File: src/rtl/stack_ctrl_pkg.sv
// stack_ctrl_pkg: shared definitions for the LIFO stack controller.
//   state_t  - controller FSM encoding (ST_IDLE accepts ops, ST_RD waits on RAM q)
//   POP_LAT  - cycles from pop acceptance to the pop_valid pulse
package stack_ctrl_pkg;

  typedef enum logic [0:0] {
    ST_IDLE = 1'b0,
    ST_RD   = 1'b1
  } state_t;

  localparam int POP_LAT = 2;

endpackage

File: src/rtl/stack_ctrl.sv
// stack_ctrl: LIFO controller in front of a single-port synchronous-read stack
// RAM. Push/pop requests from the client become one RAM access per cycle.
//
// Optional build macro: STACK_CTRL_ERR_EN adds a sticky 'err' output that
// records overflow/underflow attempts.
//
// Ports:
//   clk, rst             - clock, synchronous active-high reset
//   push_req/push_data   - push request and word; accepted when push_ready=1
//   push_ready           - idle and not full
//   pop_req              - pop request; accepted when pop_ready=1
//   pop_ready            - idle and not empty
//   pop_data/pop_valid   - popped word, valid during the one-cycle pulse
//   full/empty/count     - occupancy status (count == stack pointer)
//   ram_write_req/ram_addr/ram_data/ram_q - RAM access port
//   err                  - sticky overflow/underflow flag (STACK_CTRL_ERR_EN)
//   dbg_state            - current FSM state
//
// Handshake: a request is taken in the cycle where req=1 and ready=1 on the
// same clock edge; a request seen while ready=0 is dropped with no side effect
// and the client must keep req high until it is accepted. When both push and
// pop are acceptable in the same cycle, the pop is taken and the push waits.
module stack_ctrl
  import stack_ctrl_pkg::*;
#(
  parameter int STACK_WIDTH     = 8,
  parameter int STACK_DEPTH_LOG = 8
) (
  input  logic                       clk,
  input  logic                       rst,
  input  logic                       push_req,
  input  logic [STACK_WIDTH-1:0]     push_data,
  output logic                       push_ready,
  input  logic                       pop_req,
  output logic                       pop_ready,
  output logic [STACK_WIDTH-1:0]     pop_data,
  output logic                       pop_valid,
  output logic                       full,
  output logic                       empty,
  output logic [STACK_DEPTH_LOG:0]   count,
  output logic                       ram_write_req,
  output logic [STACK_DEPTH_LOG-1:0] ram_addr,
  output logic [STACK_WIDTH-1:0]     ram_data,
  input  logic [STACK_WIDTH-1:0]     ram_q,
`ifdef STACK_CTRL_ERR_EN
  output logic                       err,
`endif
  output state_t                     dbg_state
);

  localparam logic [STACK_DEPTH_LOG:0] DEPTH_W = {1'b1, {STACK_DEPTH_LOG{1'b0}}};

  state_t                     state_q, state_d;
  logic [STACK_DEPTH_LOG:0]   sp_q;
  logic [STACK_DEPTH_LOG-1:0] rd_addr;
  logic [STACK_DEPTH_LOG-1:0] addr_q;
  logic [STACK_WIDTH-1:0]     data_q;
  logic [STACK_WIDTH-1:0]     pop_data_q;
  // pop_sr[0] marks the RD cycle (ram_q valid), pop_sr[POP_LAT-1] is pop_valid.
  logic [POP_LAT-1:0]         pop_sr;
  logic                       idle;
  logic                       push_acc;
  logic                       pop_acc;

  assign idle       = (state_q == ST_IDLE);
  assign count      = sp_q;
  assign full       = (sp_q == DEPTH_W);
  assign empty      = (sp_q == '0);
  assign push_ready = idle & ~full;
  assign pop_ready  = idle & ~empty;

  // Gated by rst so nothing reaches the RAM during a reset cycle.
  assign pop_acc  = pop_req & pop_ready & ~rst;
  assign push_acc = push_req & push_ready & ~pop_acc & ~rst;

  // At full, sp = 2**LOG; its low bits are 0 and wrap to the top address.
  assign rd_addr = sp_q[STACK_DEPTH_LOG-1:0] - STACK_DEPTH_LOG'(1);

  // Address/data are driven combinationally in the accepting cycle and hold
  // their last value otherwise (including the RD cycle of a pop).
  assign ram_write_req = push_acc;
  assign ram_addr      = push_acc ? sp_q[STACK_DEPTH_LOG-1:0] :
                         pop_acc  ? rd_addr : addr_q;
  assign ram_data      = push_acc ? push_data : data_q;

  assign pop_valid = pop_sr[POP_LAT-1];
  assign pop_data  = pop_data_q;
  assign dbg_state = state_q;

  always_comb begin
    state_d = state_q;
    case (state_q)
      ST_IDLE: if (pop_acc) state_d = ST_RD;
      ST_RD:   state_d = ST_IDLE;
      default: state_d = ST_IDLE;
    endcase
  end

  always_ff @(posedge clk) begin
    if (rst) begin
      state_q    <= ST_IDLE;
      sp_q       <= '0;
      addr_q     <= '0;
      data_q     <= '0;
      pop_data_q <= '0;
      pop_sr     <= '0;
    end else begin
      state_q <= state_d;
      pop_sr  <= {pop_sr[POP_LAT-2:0], pop_acc};
      if (push_acc) begin
        sp_q   <= sp_q + (STACK_DEPTH_LOG+1)'(1);
        addr_q <= sp_q[STACK_DEPTH_LOG-1:0];
        data_q <= push_data;
      end else if (pop_acc) begin
        sp_q   <= sp_q - (STACK_DEPTH_LOG+1)'(1);
        addr_q <= rd_addr;
      end
      if (pop_sr[0]) pop_data_q <= ram_q;
    end
  end

`ifdef STACK_CTRL_ERR_EN
  always_ff @(posedge clk) begin
    if (rst) begin
      err <= 1'b0;
    end else if (idle & ((push_req & full) | (pop_req & empty))) begin
      err <= 1'b1;
    end
  end
`endif

endmodule
File: config.mk
export PLATFORM = sky130hd
export DESIGN_NAME = stack_ctrl
export DESIGN_NICKNAME = d
export VERILOG_FILES = /design/src/rtl/stack_ctrl_pkg.sv /design/src/rtl/stack_ctrl.sv
export SDC_FILE = /design/constraint.sdc
export NUM_CORES = 1
export LEC_CHECK = 0
export CORE_MARGIN = 1.5
export CORE_UTILIZATION = 25
export DETAILED_ROUTE_END_ITERATION = 16
export PLACE_DENSITY = 0.47
export SLEW_MARGIN = 20
export SYNTH_ARGS = -nofsm -noshare
export SYNTH_HDL_FRONTEND = slang
export SYNTH_SLANG_ARGS = --single-unit
File: constraint.sdc
create_clock -name clk -period 3.35 [get_ports clk]
set_input_delay 0.67 -clock clk [delete_from_list [all_inputs] [get_ports clk]]
set_output_delay 0.67 -clock clk [all_outputs]
set_load 0.02 [all_outputs]
==> impl_metrics.prom <==
# TYPE chip_impl_metric gauge
chip_impl_metric{name="min_path_cells",unit=""} 2
chip_impl_info{name="min_to",value="pop_data[7]"} 1
chip_impl_metric{name="floorplan.rows",unit=""} 32
chip_impl_metric{name="dp_worst_setup_slack",unit="ns"} -0.299
chip_impl_metric{name="grt_first_pass_wirelength",unit="mm"} 9.38
chip_impl_metric{name="nNetsFinal",unit=""} 343
chip_impl_metric{name="multi_input_area",unit="sq um"} 1220
chip_impl_metric{name="p_leak",unit="uW"} 0.00130
chip_impl_metric{name="worstRegToRegCells",unit=""} 9
chip_impl_info{name="timing.setup.critical_path_class",value="flip-flop to output port"} 1
chip_impl_info{name="worst_setup_path_start_kind",value="flip-flop"} 1
chip_impl_info{name="busiest_layer",value="met2"} 1
chip_impl_metric{name="synth.avg_cell_area",unit="sq um"} 9.27
chip_impl_metric{name="drt_drc_violations_left",unit=""} 0
chip_impl_metric{name="clock_tree.htree_level_count",unit=""} 2
chip_impl_metric{name="setup_total_negative_slack",unit="ns"} 0
chip_impl_metric{name="area_enclosed_by_the_die_boundary",unit="sq um"} 8550
chip_impl_metric{name="grt_antenna_before_repair",unit=""} 0
chip_impl_metric{name="clk_lat_worst_skew",unit="ns"} 0.29
chip_impl_info{name="timing.hold.worst.class",value="flip-flop to flip-flop"} 1
chip_impl_metric{name="grt_max_degree",unit=""} 36
chip_impl_metric{name="final_design_area_no_fill",unit="sq um"} 3130
chip_impl_metric{name="n_antenna_cell",unit=""} 0
chip_impl_metric{name="synth-seq-cells",unit=""} 36
chip_impl_info{name="holdCritStartpoint",value="pop_data[7]"} 1
chip_impl_metric{name="synth.net_count",unit=""} 246
chip_impl_info{name="yosys.area.top_type",value="dfxtp_1"} 1
chip_impl_metric{name="drt-total-wl",unit="mm"} 5.67
chip_impl_metric{name="placed_cell_area",unit="sq um"} 3000
chip_impl_metric{name="slew_worst_pin",unit="ns"} 0.495
chip_impl_metric{name="yosysTopAreaCellShare",unit="%"} 36.0
chip_impl_metric{name="clk_pin_slew_worst_paths",unit="ns"} 0.07
chip_impl_metric{name="drt_pre_antenna_iters",unit=""} 4
chip_impl_metric{name="vias_in_the_first_global_route",unit=""} 1888
chip_impl_info{name="setup_repair_after_global_routing_missed_its_margin",value="true"} 1
chip_impl_metric{name="grt_overflow",unit=""} 0
chip_impl_metric{name="reg2reg_slack",unit="ns"} 0.20
chip_impl_metric{name="worstPathMaxFanout",unit=""} 15
chip_impl_metric{name="cts_buffer_depth",unit=""} 2
chip_impl_metric{name="grt.met1_usage",unit="%"} 17.5
chip_impl_metric{name="place.port_buffers",unit=""} 59
chip_impl_metric{name="area.growth.synth_to_final",unit="%"} 56.3
chip_impl_metric{name="final_period_minus_worst_setup_slack",unit="ns"} 3.27
chip_impl_metric{name="fin_crit_sh",unit="%"} 97.6
chip_impl_info{name="ctsRootBufferMaster",value="clkbuf_8"} 1
chip_impl_metric{name="die_y",unit="um"} 92.5
chip_impl_metric{name="track_usage",unit="%"} 14.0
chip_impl_metric{name="use_met2",unit="%"} 23.7
chip_impl_metric{name="synth_warnings",unit=""} 0
chip_impl_metric{name="synth_cell_type_count",unit=""} 47
chip_impl_metric{name="avgViaCountPerCell",unit=""} 4.50
chip_impl_metric{name="core_region",unit="sq um"} 7730
chip_impl_info{name="worst_r2r_endpoint",value="count[8]"} 1
chip_impl_metric{name="slew_headroom",unit="%"} 67.0
chip_impl_metric{name="final.fill_count",unit=""} 777
chip_impl_metric{name="fmaxAchievable",unit="GHz"} 0.306
chip_impl_info{name="final_cell_mix",value="clkdlybuf4s50_1 (42), buf_4 (42), dfxtp_1 (33)"} 1
chip_impl_metric{name="boundaryPins",unit=""} 60
chip_impl_metric{name="data_arrival_time_of_the_critical_path",unit="ns"} 2.60
chip_impl_metric{name="chipWidth",unit="um"} 92.5
chip_impl_metric{name="vdd.ir_drop.worst",unit="mV"} 0.389
chip_impl_metric{name="worst_hold_slack",unit="ns"} 0.494
chip_impl_metric{name="finalMaxSlewViolations",unit=""} 0
chip_impl_metric{name="max-cap-violations",unit=""} 0
chip_impl_metric{name="groute.layer.met3.usage",unit="%"} 3.28
chip_impl_metric{name="final_antenna_net_count",unit=""} 0
chip_impl_metric{name="cts_made_buffers",unit=""} 5
chip_impl_metric{name="edff_count_synth",unit=""} 0
chip_impl_metric{name="post_synth_inst_count",unit=""} 216
chip_impl_metric{name="power.density",unit="nW/um^2"} 879
chip_impl_metric{name="postLayoutSetupSlackWorst",unit="ns"} 0.0815
chip_impl_metric{name="synthArstFlopShare",unit="%"} 0
chip_impl_metric{name="report.final.setup_viol",unit=""} 0
chip_impl_info{name="rr_startpoint",value="count[2]"} 1
chip_impl_metric{name="place.detailed.hpwl",unit="mm"} 4.14
chip_impl_metric{name="synth-seq-area-share",unit="%"} 36.0
chip_impl_metric{name="route.detailed.wl_per_inst",unit="um"} 13.6
chip_impl_metric{name="globalplace.congestion",unit=""} 0.790
chip_impl_metric{name="required",unit="ns"} 2.68
chip_impl_metric{name="seq_area",unit="sq um"} 727
chip_impl_metric{name="numClockSinks",unit=""} 36
chip_impl_metric{name="finClkSkew",unit="ns"} 0.00764
chip_impl_metric{name="initial_core_util",unit="%"} 25.9
chip_impl_metric{name="layout-drive-gt1-share",unit="%"} 28.0
chip_impl_info{name="run_status",value="completed"} 1
chip_impl_info{name="tritoncts_clock_tree",value="done"} 1
chip_impl_metric{name="via_count",unit=""} 1874
chip_impl_metric{name="drt_first_iter_violations",unit=""} 56
chip_impl_info{name="setup.worst_path.end_class",value="output port"} 1
chip_impl_metric{name="cts_hold_buf",unit=""} 0
chip_impl_info{name="dominantRegCellSynth",value="dfxtp_1"} 1
chip_impl_metric{name="mapped_area",unit="sq um"} 2000
chip_impl_metric{name="finalHoldViolCount",unit=""} 0
chip_impl_info{name="synth_area_leaders",value="dfxtp_1 (36%), mux2i_1 (6.0%), ha_1 (5.6%)"} 1
-- cells in the mapped netlist, types with 3 or more instances --
cell / n
o21ai_1: 3
or4_1: 3
inv_1: 9
mux2_2: 3
nor3_1: 5
nand2_1: 7
nor2_1: 26
nor4_1: 4
o31a_1: 3
a211oi_1: 3
clkbuf_1: 7
o21a_1: 4
a221o_1: 3
mux2i_1: 12
o31ai_1: 5
nor2b_1: 12
mux2_4: 7
a21oi_1: 10
ha_1: 9
dfxtp_1: 36
xnor2_1: 4
o21ai_0: 7
-- routing by layer --
layer  vias to the layer above  routed length, um
li1                        969                  -
met1                       870               2690
met2                        30               2680
met3                         5                219
met4                         0                 71
met5                         -                  0
-- logic make-up (layout without fill, tap and decap cells) --
kind of cell,after synthesis,count (layout),share of synthesized area [%]
flip-flops,36,36,36.0
AO/OA/AOI/OAI,50,50,18.1
adder cells (fa/ha/maj),10,10,6.63
AND/OR/NAND/NOR,70,70,18.6
XOR/XNOR,5,5,2.19
multiplexers,22,22,12.9
buffers and inverters,23,121,5.56
-- through the flow --
step / util (%) / cells / power (uW)
after floorplan: - / 216 / 1630
after global placement: 38.9 / 407 / 2410
after detailed placement: 38.9 / 407 / 2410
after global routing: 40.5 / 416 / 2970
after CTS: 40.5 / 415 / 2760
final: 40.5 / 416 / 2750
-- registers in the layout, indices dropped and copies added (netlist names) --
| name | flops |
|---|---|
| addr_q | 8 |
| count | 9 |
| data_q | 8 |
| dbg_state | 1 |
| pop_data | 8 |
| pop_sr | 2 |
-- layout make-up --
cell class                      count  area share [%]
Clock buffer                        7            2.76
Clock inverter                      1           0.240
Inverter                           10            1.20
Tap cell                          102            4.08
Multi-Input combinational cell    157            39.0
Sequential cell                    36            23.2
Timing Repair Buffer              103            29.5
-- power breakdown --
group	leakage [uW]	internal, uW	switching [uW]
Clock	0.0000445	167	167
Combinational	0.000960	918	903
Sequential	0.000296	531	63.1
Total	0.00130	1620	1130
-- worst max path at each step --
stage                        to  startpoint  cells after the start  slack, ns
global placement    ram_data[7]         rst                      8      -0.25
finish              ram_addr[6]    count[2]                      7       0.08
floorplan              count[8]    count[4]                     14      0.005
CTS                 ram_data[7]    count[2]                      7       0.03
global route        ram_addr[6]    count[2]                      7      -0.03
detailed placement  ram_data[7]         rst                      8      -0.30
-- critical path, stage by stage (launching register included) --
cell and delay [ns]:
dfxtp_2 0.32, or4_4 0.57, o311ai_2 0.33, or2_4 0.20, inv_2 0.05, buf_12 0.14, a221o_1 0.36, dlygate4sd2_1 0.33
-- repair_timing --
action / 4_1_cts / 5_1_grt
setup buffers: 0 / 1
gates resized for setup: 37 / 11
pin swaps: 1 / 0
endpoints found under the setup margin: 18 / 16
Power figures use the tool's default switching activity.
